[config.mk]
export PLATFORM = sky130hd
export DESIGN_NAME = memory_arbiter_flat
export DESIGN_NICKNAME = d
export VERILOG_FILES = /design/src/rtl/memory_arbiter_if.sv /design/src/rtl/memory_arbiter.sv /design/src/flat_wrapper.sv
export SDC_FILE = /design/constraint.sdc
export NUM_CORES = 1
export LEC_CHECK = 0
export ABC_AREA = 1
export BUFFER_PORTS_ARGS = -buffer_cell sky130_fd_sc_hd__buf_2
export CORE_AREA = 2 2 104 106
export CTS_CLUSTER_DIAMETER = 40
export CTS_CLUSTER_SIZE = 12
export DETAILED_ROUTE_END_ITERATION = 8
export DIE_AREA = 0 0 106 108
export SLEW_MARGIN = 0
export SYNTH_ARGS = -nofsm -noshare
export SYNTH_HDL_FRONTEND = slang
export SYNTH_SLANG_ARGS = --single-unit
export TNS_END_PERCENT = 10
[constraint.sdc]
create_clock -name CLK -period 1.3 [get_ports CLK]
set_clock_uncertainty 0.1 [all_clocks]
set_input_delay 0.26 -clock CLK [delete_from_list [all_inputs] [get_ports CLK]]
set_output_delay 0.26 -clock CLK [all_outputs]
set_load 0.02 [all_outputs]
[src/rtl/memory_arbiter_if.sv]
// memory_arbiter_if: requester-side and RAM-side signals of the shared memory port.
`default_nettype none

interface memory_arbiter_if;
  logic        iREN;
  logic [31:0] iaddr;
  logic        iwait;
  logic [31:0] iload;
  logic        dREN;
  logic        dWEN;
  logic [31:0] daddr;
  logic [31:0] dstore;
  logic        dwait;
  logic [31:0] dload;
  logic        ramREN;
  logic        ramWEN;
  logic [31:0] ramaddr;
  logic [31:0] ramstore;
  logic [31:0] ramload;
  logic [1:0]  ramstate;

  modport master (
    input  iREN, iaddr, dREN, dWEN, daddr, dstore, ramload, ramstate,
    output iwait, iload, dwait, dload, ramREN, ramWEN, ramaddr, ramstore
  );

  modport slave (
    output iREN, iaddr, dREN, dWEN, daddr, dstore, ramload, ramstate,
    input  iwait, iload, dwait, dload, ramREN, ramWEN, ramaddr, ramstore
  );
endinterface

`default_nettype wire

[src/rtl/memory_arbiter.sv]
// ============================================================================
// memory_arbiter: shares one RAM port between instruction fetch and data access.
// Data has priority; a streak counter bounds instruction starvation.
// Optional macro ARB_STATS_EN adds grant/forced statistics counters.
// Revision: 1.0
// ============================================================================
`default_nettype none

module memory_arbiter #(
  parameter int DSTREAK_MAX = 4,
  parameter int STREAK_W    = 3
) (
  input  wire logic         CLK,
  input  wire logic         nRST,
  memory_arbiter_if.master  bus
`ifdef ARB_STATS_EN
  ,
  output logic [31:0]       igrants,
  output logic [31:0]       dgrants,
  output logic [15:0]       forced
`endif
);

  localparam logic [1:0] RAM_ACCESS = 2'd2;
  localparam logic [STREAK_W-1:0] STREAK_LIM = STREAK_W'(DSTREAK_MAX);

  typedef enum logic [1:0] {
    IDLE = 2'd0,
    IGNT = 2'd1,
    DGNT = 2'd2
  } state_t;

  state_t              r_state;
  logic [STREAK_W-1:0] r_streak;

  logic w_dreq;
  logic w_access;
  logic w_force_i;

  assign w_dreq    = bus.dREN | bus.dWEN;
  assign w_access  = (bus.ramstate == RAM_ACCESS);
  assign w_force_i = w_dreq & bus.iREN & (r_streak == STREAK_LIM);

  always_ff @(posedge CLK or negedge nRST) begin
    if (!nRST) begin
      r_state  <= IDLE;
      r_streak <= '0;
    end else begin
      case (r_state)
        IDLE: begin
          if (w_dreq && !w_force_i)
            r_state <= DGNT;
          else if (bus.iREN)
            r_state <= IGNT;
        end
        IGNT: begin
          if (w_access) begin
            r_state  <= IDLE;
            r_streak <= '0;
          end else if (!bus.iREN) begin
            r_state <= IDLE;
          end
        end
        DGNT: begin
          // Only data completions with a waiting fetch extend the streak.
          if (w_access) begin
            r_state <= IDLE;
            if (!bus.iREN)
              r_streak <= '0;
            else if (r_streak != STREAK_LIM)
              r_streak <= r_streak + 1'b1;
          end else if (!w_dreq) begin
            r_state <= IDLE;
          end
        end
        default: r_state <= IDLE;
      endcase
    end
  end

  always_comb begin
    bus.ramREN   = 1'b0;
    bus.ramWEN   = 1'b0;
    bus.ramaddr  = '0;
    bus.ramstore = '0;
    case (r_state)
      IGNT: begin
        bus.ramREN  = 1'b1;
        bus.ramaddr = bus.iaddr;
      end
      DGNT: begin
        bus.ramaddr  = bus.daddr;
        bus.ramstore = bus.dstore;
        bus.ramWEN   = bus.dWEN;
        bus.ramREN   = bus.dREN & ~bus.dWEN;
      end
      default: ;
    endcase
  end

  assign bus.iwait = ~((r_state == IGNT) & w_access);
  assign bus.dwait = ~((r_state == DGNT) & w_access);
  assign bus.iload = bus.ramload;
  assign bus.dload = bus.ramload;

`ifdef ARB_STATS_EN
  always_ff @(posedge CLK or negedge nRST) begin
    if (!nRST) begin
      igrants <= '0;
      dgrants <= '0;
      forced  <= '0;
    end else begin
      if ((r_state == IGNT) && w_access)
        igrants <= igrants + 32'd1;
      if ((r_state == DGNT) && w_access)
        dgrants <= dgrants + 32'd1;
      if ((r_state == IDLE) && w_force_i)
        forced <= forced + 16'd1;
    end
  end
`endif

endmodule

`default_nettype wire
[src/flat_wrapper.sv]
// flat-port wrapper written by rule: the top's interface ports become plain ports
module memory_arbiter_flat 
#(
  parameter int DSTREAK_MAX = 4,
  parameter int STREAK_W    = 3
)
  (CLK, nRST, bus_iREN, bus_iaddr, bus_dREN, bus_dWEN, bus_daddr, bus_dstore, bus_ramload, bus_ramstate, bus_iwait, bus_iload, bus_dwait, bus_dload, bus_ramREN, bus_ramWEN, bus_ramaddr, bus_ramstore);
  memory_arbiter_if bus_i ();
  input  wire logic CLK;
  input  wire logic nRST;
  input wire logic [$bits(bus_i.iREN)-1:0] bus_iREN;
  input wire logic [$bits(bus_i.iaddr)-1:0] bus_iaddr;
  input wire logic [$bits(bus_i.dREN)-1:0] bus_dREN;
  input wire logic [$bits(bus_i.dWEN)-1:0] bus_dWEN;
  input wire logic [$bits(bus_i.daddr)-1:0] bus_daddr;
  input wire logic [$bits(bus_i.dstore)-1:0] bus_dstore;
  input wire logic [$bits(bus_i.ramload)-1:0] bus_ramload;
  input wire logic [$bits(bus_i.ramstate)-1:0] bus_ramstate;
  output wire logic [$bits(bus_i.iwait)-1:0] bus_iwait;
  output wire logic [$bits(bus_i.iload)-1:0] bus_iload;
  output wire logic [$bits(bus_i.dwait)-1:0] bus_dwait;
  output wire logic [$bits(bus_i.dload)-1:0] bus_dload;
  output wire logic [$bits(bus_i.ramREN)-1:0] bus_ramREN;
  output wire logic [$bits(bus_i.ramWEN)-1:0] bus_ramWEN;
  output wire logic [$bits(bus_i.ramaddr)-1:0] bus_ramaddr;
  output wire logic [$bits(bus_i.ramstore)-1:0] bus_ramstore;
  assign bus_i.iREN = bus_iREN;
  assign bus_i.iaddr = bus_iaddr;
  assign bus_i.dREN = bus_dREN;
  assign bus_i.dWEN = bus_dWEN;
  assign bus_i.daddr = bus_daddr;
  assign bus_i.dstore = bus_dstore;
  assign bus_i.ramload = bus_ramload;
  assign bus_i.ramstate = bus_ramstate;
  assign bus_iwait = bus_i.iwait;
  assign bus_iload = bus_i.iload;
  assign bus_dwait = bus_i.dwait;
  assign bus_dload = bus_i.dload;
  assign bus_ramREN = bus_i.ramREN;
  assign bus_ramWEN = bus_i.ramWEN;
  assign bus_ramaddr = bus_i.ramaddr;
  assign bus_ramstore = bus_i.ramstore;
  memory_arbiter #(.DSTREAK_MAX(DSTREAK_MAX), .STREAK_W(STREAK_W)) u_core (.CLK(CLK), .nRST(nRST), .bus(bus_i));
endmodule
==> impl_metrics.toml, run 1 <==
[run_status]
run_status = "complete, but fails checks"
violated_checks = "negative setup slack"

[placed_design]
dpl_cells = 541
gp_congestion = 0.8316
dpl.hpwl_um = 5729
worst_slack_after_detailed_placement_ps = -491.4
port_buffers = 170

[logic_synthesis]
yosys.area_share.simple_pct = 29.74
synth.ff_latch_count = 5
syn-mean-instance-area_sq_um = 5.479
synth.mux.area_fraction_pct = 0
main_combinational_cell_family_by_area_after_synthesis = "buffers and inverters"
synthXorXnorAreaFrac_pct = 0.5311
synth-compound-area-share_pct = 11.84
post_synth_fa_ha_maj_area_fraction_pct = 3.794
synth_fp_nets = 441
syn-instance-count = 301
syn-cell-area_sq_um = 1649
synthDistinctLibCells = 18
synth_seq_area_share_pct = 7.587
synthesis.yosys.warnings = 0

[timing]
grt_setup_unrepaired = "yes"
hold_viol_final = 0
max_clock_freq_mhz = 535.0
timing.final.crit_period_ps = 1869
final_min_period_over_clock_period_pct = 143.8
setup-violations-final = 73
slew-limit-headroom_pct = 82.29
tightestPinTransition_ps = 265.0
slew_violations = 0
timing.final.ws_setup_ps = -569.2

[setup_path]
timing.critical_path.fanout_max = 8
worst-endpoint-required_ps = 940
setup.worst_path.class = "reg2out"
worst_path_max_delay_cell = "dfrtp_1"
sequence_of_cells_on_the_critical_path = "inv_2, ha_4, inv_6, buf_6, a21oi_4, buf_4"
cp-startpoint = "u_core.r_state[1]$_DFFE_PN0P_"
timing.critical_path.arrival_ps = 1510
critPathMaxStageDelay_ps = 410
startpoint_type = "register"
worst_setup_path_end_kind = "primary output"
critical_path.reg2reg.startpoint = "u_core.r_state[0]$_DFFE_PN0P_"

[clocking]
clock-root-buffer = "clkbuf_8"
tritoncts_num_sinks = 5
cts.htree.levels = 1
insertion_delay_ps = 220
cts_made_buffers = 3
tritoncts_clock_tree = "built"
clkTransAtPathRegs_ps = 40
cts_max_path_buffers = 2

[floorplanning]
dieArea_sq_um = 11450
design.core.area_sq_um = 10230
fp.dieW_um = 106
row_count = 37
num_io_pins = 267
die_height_um = 108
initial_core_util_pct = 16.12

[hold_path]
worst_hold_path_type = "in2reg"
worst_hold_startpoint = "bus_iREN"

[power]
max-vdd-ir-drop_v = 0.001192
p_per_area_nw_per_um2 = 2159
power_mw = 7.025
power_leakage_nw = 1.670

[routing]
via_total_after_detailed_routing = 2175
dr.pass1.iters = 4
drt-initial-drc-count = 77
detail_route.drc_violations = 0
postRouteWirelength_um = 7442
detail-route-antenna-nets = 0
post_drt_via_cell_ratio = 3.947
drt-wirelength-per-cell_um = 13.51

[layout]
antenna-diode-count = 0
layout_area_growth_over_synthesis_pct = 97.34
fill_cells = 1098
final_core_util_pct = 31.81
post_route_cells_drive_above_1_share_pct = 61.93
final_nets = 556
total_area_of_multi_input_combinational_cells_sq_um = 1220
sequential_standard_cell_area_sq_um = 125.1
stdcell_count = 551

[global_routing]
grt_antenna_before_repair = 0
grt_first_pass_wirelength_um = 11160
gr-total-overflow = 0
grt_max_degree = 25
track_usage_pct = 12.08
first_global_vias = 2340

[job]
drv_cap = 0
-- cell type report --
cell class | instances | share of cell area [%]
repair buffers | 189 | 46.37
well taps | 136 | 5.229
flip-flops and latches | 5 | 3.845
clock buffers | 4 | 1.384
inverters | 48 | 5.690
multi-input cells | 169 | 37.49
-- synth_stat cells --
library cell    n  area share, %
a21oi_1        32            9.7
a31oi_1         1           0.38
buf_2           7            2.1
buf_4          69             31
buf_6           3            2.0
dfrtp_1         5            7.6
ha_1            5            3.8
inv_1          47             11
inv_2           1           0.23
nand2_1       113             26
nand2_2         2           0.76
nand3_1         4            1.2
nand3_2         1           0.61
nand4_1         2           0.76
nor2_1          3           0.68
o21ai_1         4            1.2
o21ai_2         1           0.53
xor2_1          1           0.53
-- logic make-up after synthesis --
family,after synthesis
compound gates,38
xor+xnor,1
fa+ha+maj,5
buf+inv,127
flops,5
simple gates,125
-- critical path: cells and delay by family, from the launching register on --
family / cells / cell delay [ps]
buffers and inverters: 4 / 470
DFF: 1 / 410
adders and majority gates: 1 / 300
AOI/OAI and AO/OA: 1 / 110
-- through the flow --
stage                     TNS, ps  cell area (sq um)  hold WS (ps)
after CTS                  -35710               3244         242.0
after floorplan            -14590               2056        -135.6
final                      -33720               3254         245.8
after global routing       -38900               3254         290.9
after global placement     -26080               2610        -18.63
after detailed placement   -28130               2610        -14.26
-- placed cells by master (no fill, tap or decap), drive strengths merged --
cell	count
buf	188
nand2	115
inv	48
a21oi	32
dfrtp	5
o21ai	5
ha	5
nand3	5
clkbuf	4
nor2	3
nand4	2
a31oi	1
xor2	1
dlygate4sd3	1
-- power breakdown --
part / switching, mW / total [mW] / internal [mW]
clock: 0.0806 / 0.292 / 0.211
combinational: 3.58 / 6.49 / 2.91
sequential: 0.0408 / 0.240 / 0.199
-- layer usage --
| layer | routed length, um | GRT usage [%] | vias up |
|---|---|---|---|
| li1 | - | - | 1062 |
| met1 | 2558 | 12.34 | 976 |
| met2 | 4072 | 24.15 | 115 |
| met3 | 558 | 2.230 | 22 |
| met4 | 253 | 4.699 | 0 |
| met5 | 0 | 0 | - |
-- registers in the layout, summed over array words and instances, names as in the netlist --
signal,cells
u_core.r_streak,3
u_core.r_state,2
-- final timing paths --
kind / endpoint / cells past startpoint / slack (ps)
worst min-delay path: u_core.r_streak[2]$_DFFE_PN0P_ / 3 / 250
worst max register to register: u_core.r_streak[1]$_DFFE_PN0P_ / 8 / -310
worst min register to register: u_core.r_streak[0]$_DFFE_PN0P_ / 2 / 430
min in group asynchronous: u_core.r_streak[1]$_DFFE_PN0P_ / 2 / 290
max in group asynchronous: u_core.r_state[0]$_DFFE_PN0P_ / 2 / 670
worst max-delay path: bus_ramaddr[9] / 6 / -570
-- timing repair --
item	4_1_cts	5_1_grt
setup endpoints to repair	73	73
pin swaps	3	2
gates cloned	2	0
setup buffers	3	1
resized for setup	152	17
hold buffers	1	0
hold endpoints to repair	5	0
Power figures use the tool's default switching activity.
==> run 2: changes to the inputs <==
--- a/config.mk
+++ b/config.mk
@@ -5,7 +5,6 @@
 export SDC_FILE = /design/constraint.sdc
 export NUM_CORES = 1
 export LEC_CHECK = 0
-export ABC_AREA = 1
 export BUFFER_PORTS_ARGS = -buffer_cell sky130_fd_sc_hd__buf_2
 export CORE_AREA = 2 2 104 106
 export CTS_CLUSTER_DIAMETER = 40
==> impl_metrics.toml, run 2 <==
[layout]
layout_area_growth_over_synthesis_pct = 108.3
final_nets = 486
antenna-diode-count = 0
most_used_cells_in_the_layout_excluding_fill_and_tap_cells = "buf_2, buf_6, a22oi_2, nor2b_4, and2_4"
largest_register = "u_core.r_streak"
largest_register_ffs = 3
final_common_cell = "buf_2"
layout_top_registers = "u_core.r_streak: 3 flops, u_core.r_state: 2 flops"
final_core_util_pct = 33.34
fill_cells = 1041
post_route_cells_drive_above_1_share_pct = 88.41

[logic_synthesis]
synthesis.yosys.warnings = 0
synth_largest_type_area_fraction_pct = 29.34
synth_edf_count = 0
dominantRegCellSynth = "dfrtp_1"
synth.most_common_cell = "buf_4"
synth_async_reset_ratio_pct = 100.0
synth_seq_area_share_pct = 7.639
synth.ff_latch_count = 5
syn-instance-count = 225
synthTopCellsByArea = "buf_4, a22oi_1, and2_1"
synthDistinctLibCells = 31
syn-cell-area_sq_um = 1638
yosysTopAreaCell = "buf_4"
synth_fp_nets = 365
syn-mean-instance-area_sq_um = 7.279
synth_common_cells = "buf_4, and2_1, a22oi_1, nor2b_1, nand2_1"

[setup_path]
worst_setup_path_end_kind = "primary output"
cell_repeated_most_along_the_worst_path = "buf_4"
worst-endpoint-required_ps = 940
timing.critical_path.arrival_ps = 1530
startpoint_type = "register"
sequence_of_cells_on_the_critical_path = "buf_4, ha_4, buf_12, a22oi_2, nor2b_4, buf_4"
critPathMaxStageDelay_ps = 400
worst_path_max_delay_cell = "dfrtp_1"
setup.worst_path.class = "reg2out"
timing.critical_path.fanout_max = 10

[global_routing]
grt_antenna_before_repair = 1
grt_first_pass_wirelength_um = 9832
grt_max_degree = 21
gr-total-overflow = 0
first_global_vias = 1969
track_usage_pct = 10.88

[run_status]
violated_checks = "negative setup slack"
run_status = "complete, but fails checks"

[placed_design]
dpl.hpwl_um = 5542
gp_congestion = 0.7729
port_buffers = 170

[timing]
setup-violations-final = 73
tns_ps = -38640
tightestPinTransition_ps = 274.0
slew-limit-headroom_pct = 81.62
timing.final.crit_period_ps = 1892
timing.final.ws_setup_ps = -592.5
slew_violations = 0
finalHoldWorstSlack_ps = 287.8
final_min_period_over_clock_period_pct = 145.6
hold_viol_final = 0
max_clock_freq_mhz = 528.4
grt_setup_unrepaired = "yes"

[clocking]
tritoncts_clock_tree = "built"
cts_made_buffers = 3
clock-root-buffer = "clkbuf_8"
cts_max_path_buffers = 2
insertion_delay_ps = 220
tritoncts_num_sinks = 5
cts.htree.levels = 1
clkTransAtPathRegs_ps = 30

[routing]
dr.pass1.iters = 3
via_total_after_detailed_routing = 1942
detail-route-antenna-nets = 0
detail_route.drc_violations = 0
drt-initial-drc-count = 52
drt-wirelength-per-cell_um = 14.47
post_drt_via_cell_ratio = 4.037
postRouteWirelength_um = 6960

[floorplanning]
row_count = 37
dieArea_sq_um = 11450
design.core.area_sq_um = 10230
num_io_pins = 267
fp.dieW_um = 106
initial_core_util_pct = 16.01
die_height_um = 108

[power]
p_per_area_nw_per_um2 = 1827
power_leakage_nw = 1.545
max-vdd-ir-drop_v = 0.0007122

[hold_path]
worst_hold_path_type = "in2async"

[job]
drv_cap = 0
run 2: cell count changes in the layout (fill, tap and decap cells not counted), moves of 4 or more:
cell	previous run	this run
buf_4	16	12
a22oi_2	0	32
inv_2	18	2
and2_4	0	16
a21oi_4	32	0
nand2_1	109	7
nand2_2	6	2
nor2b_4	0	31
buf_6	58	66
inv_1	29	4
and2_2	0	14
run 2: cell type report:
| type | count | area (sq um) | area share [%] |
|---|---|---|---|
| clock buffers | 4 | 45.04 | 1.321 |
| inverters | 6 | 22.52 | 0.6603 |
| multi-input cells | 135 | 1421 | 41.67 |
| flip-flops and latches | 5 | 125.1 | 3.668 |
| well taps | 136 | 170.2 | 4.989 |
| repair buffers | 195 | 1627 | 47.69 |
run 2: report_power, final:
part	switching [mW]	internal (mW)
sequential	0.0363	0.201
clock	0.0689	0.210
combinational	2.48	3.24
total	2.58	3.65
run 2: path summary, 6_finish.rpt:
check | cells after the start | end | slack (ps) | startpoint
setup / recovery | 6 | bus_ramaddr[5] | -590 | u_core.r_state[0]$_DFFE_PN0P_
hold / removal | 2 | u_core.r_streak[0]$_DFFE_PN0P_ | 290 | nRST
setup reg to reg | 8 | u_core.r_state[1]$_DFFE_PN0P_ | -410 | u_core.r_state[0]$_DFFE_PN0P_
hold reg to reg | 2 | u_core.r_streak[0]$_DFFE_PN0P_ | 450 | u_core.r_streak[0]$_DFFE_PN0P_
max in group asynchronous | 2 | u_core.r_state[1]$_DFFE_PN0P_ | 680 | nRST
min in group CLK | 3 | u_core.r_streak[0]$_DFFE_PN0P_ | 300 | bus_iREN
run 2: per-stage QoR:
stage | worst slack [ps] | instances | instance area (sq um) | power [mW]
2_1_floorplan | -253.1 | 225 | 2163 | 3.779
3_3_place_gp | -357.3 | 467 | 2765 | 4.696
3_5_place_dp | -389.0 | 467 | 2765 | 4.791
4_1_cts | -591.1 | 481 | 3343 | 6.169
5_1_grt | -646.3 | 481 | 3411 | 6.573
6_report | -592.5 | 481 | 3411 | 6.233
run 2: what timing repair did:
| item | 4_1_cts | 5_1_grt |
|---|---|---|
| gates resized for setup | 130 | 19 |
| hold endpoints to repair | 5 | 0 |
| cloned | 3 | 0 |
| pin swaps | 16 | 12 |
| setup endpoints to repair | 73 | 73 |
| buffers inserted | 6 | 0 |
| hold buffers | 1 | 0 |
run 2: cell families after synthesis:
logic type / after synthesis / synth area share [%]
buffers and inverters: 85 / 36.06
and+or+nand+nor: 82 / 30.56
AOI/OAI and AO/OA: 48 / 21.92
adders and majority gates: 5 / 3.820
DFF: 5 / 7.639
run 2: layer usage:
layer  global-route usage, %  routed length [um]
met1                   9.779                2184
met2                   23.09                3916
met3                   2.291                 632
met4                   4.511                 209
met5                       0                  17
run 2: worst max-delay path: cells and delay by family (launching register included):
family	cells	cell delay, ps
fa+ha+maj	1	190
flops	1	400
compound gates	1	200
simple gates	1	50
buf+inv	3	470
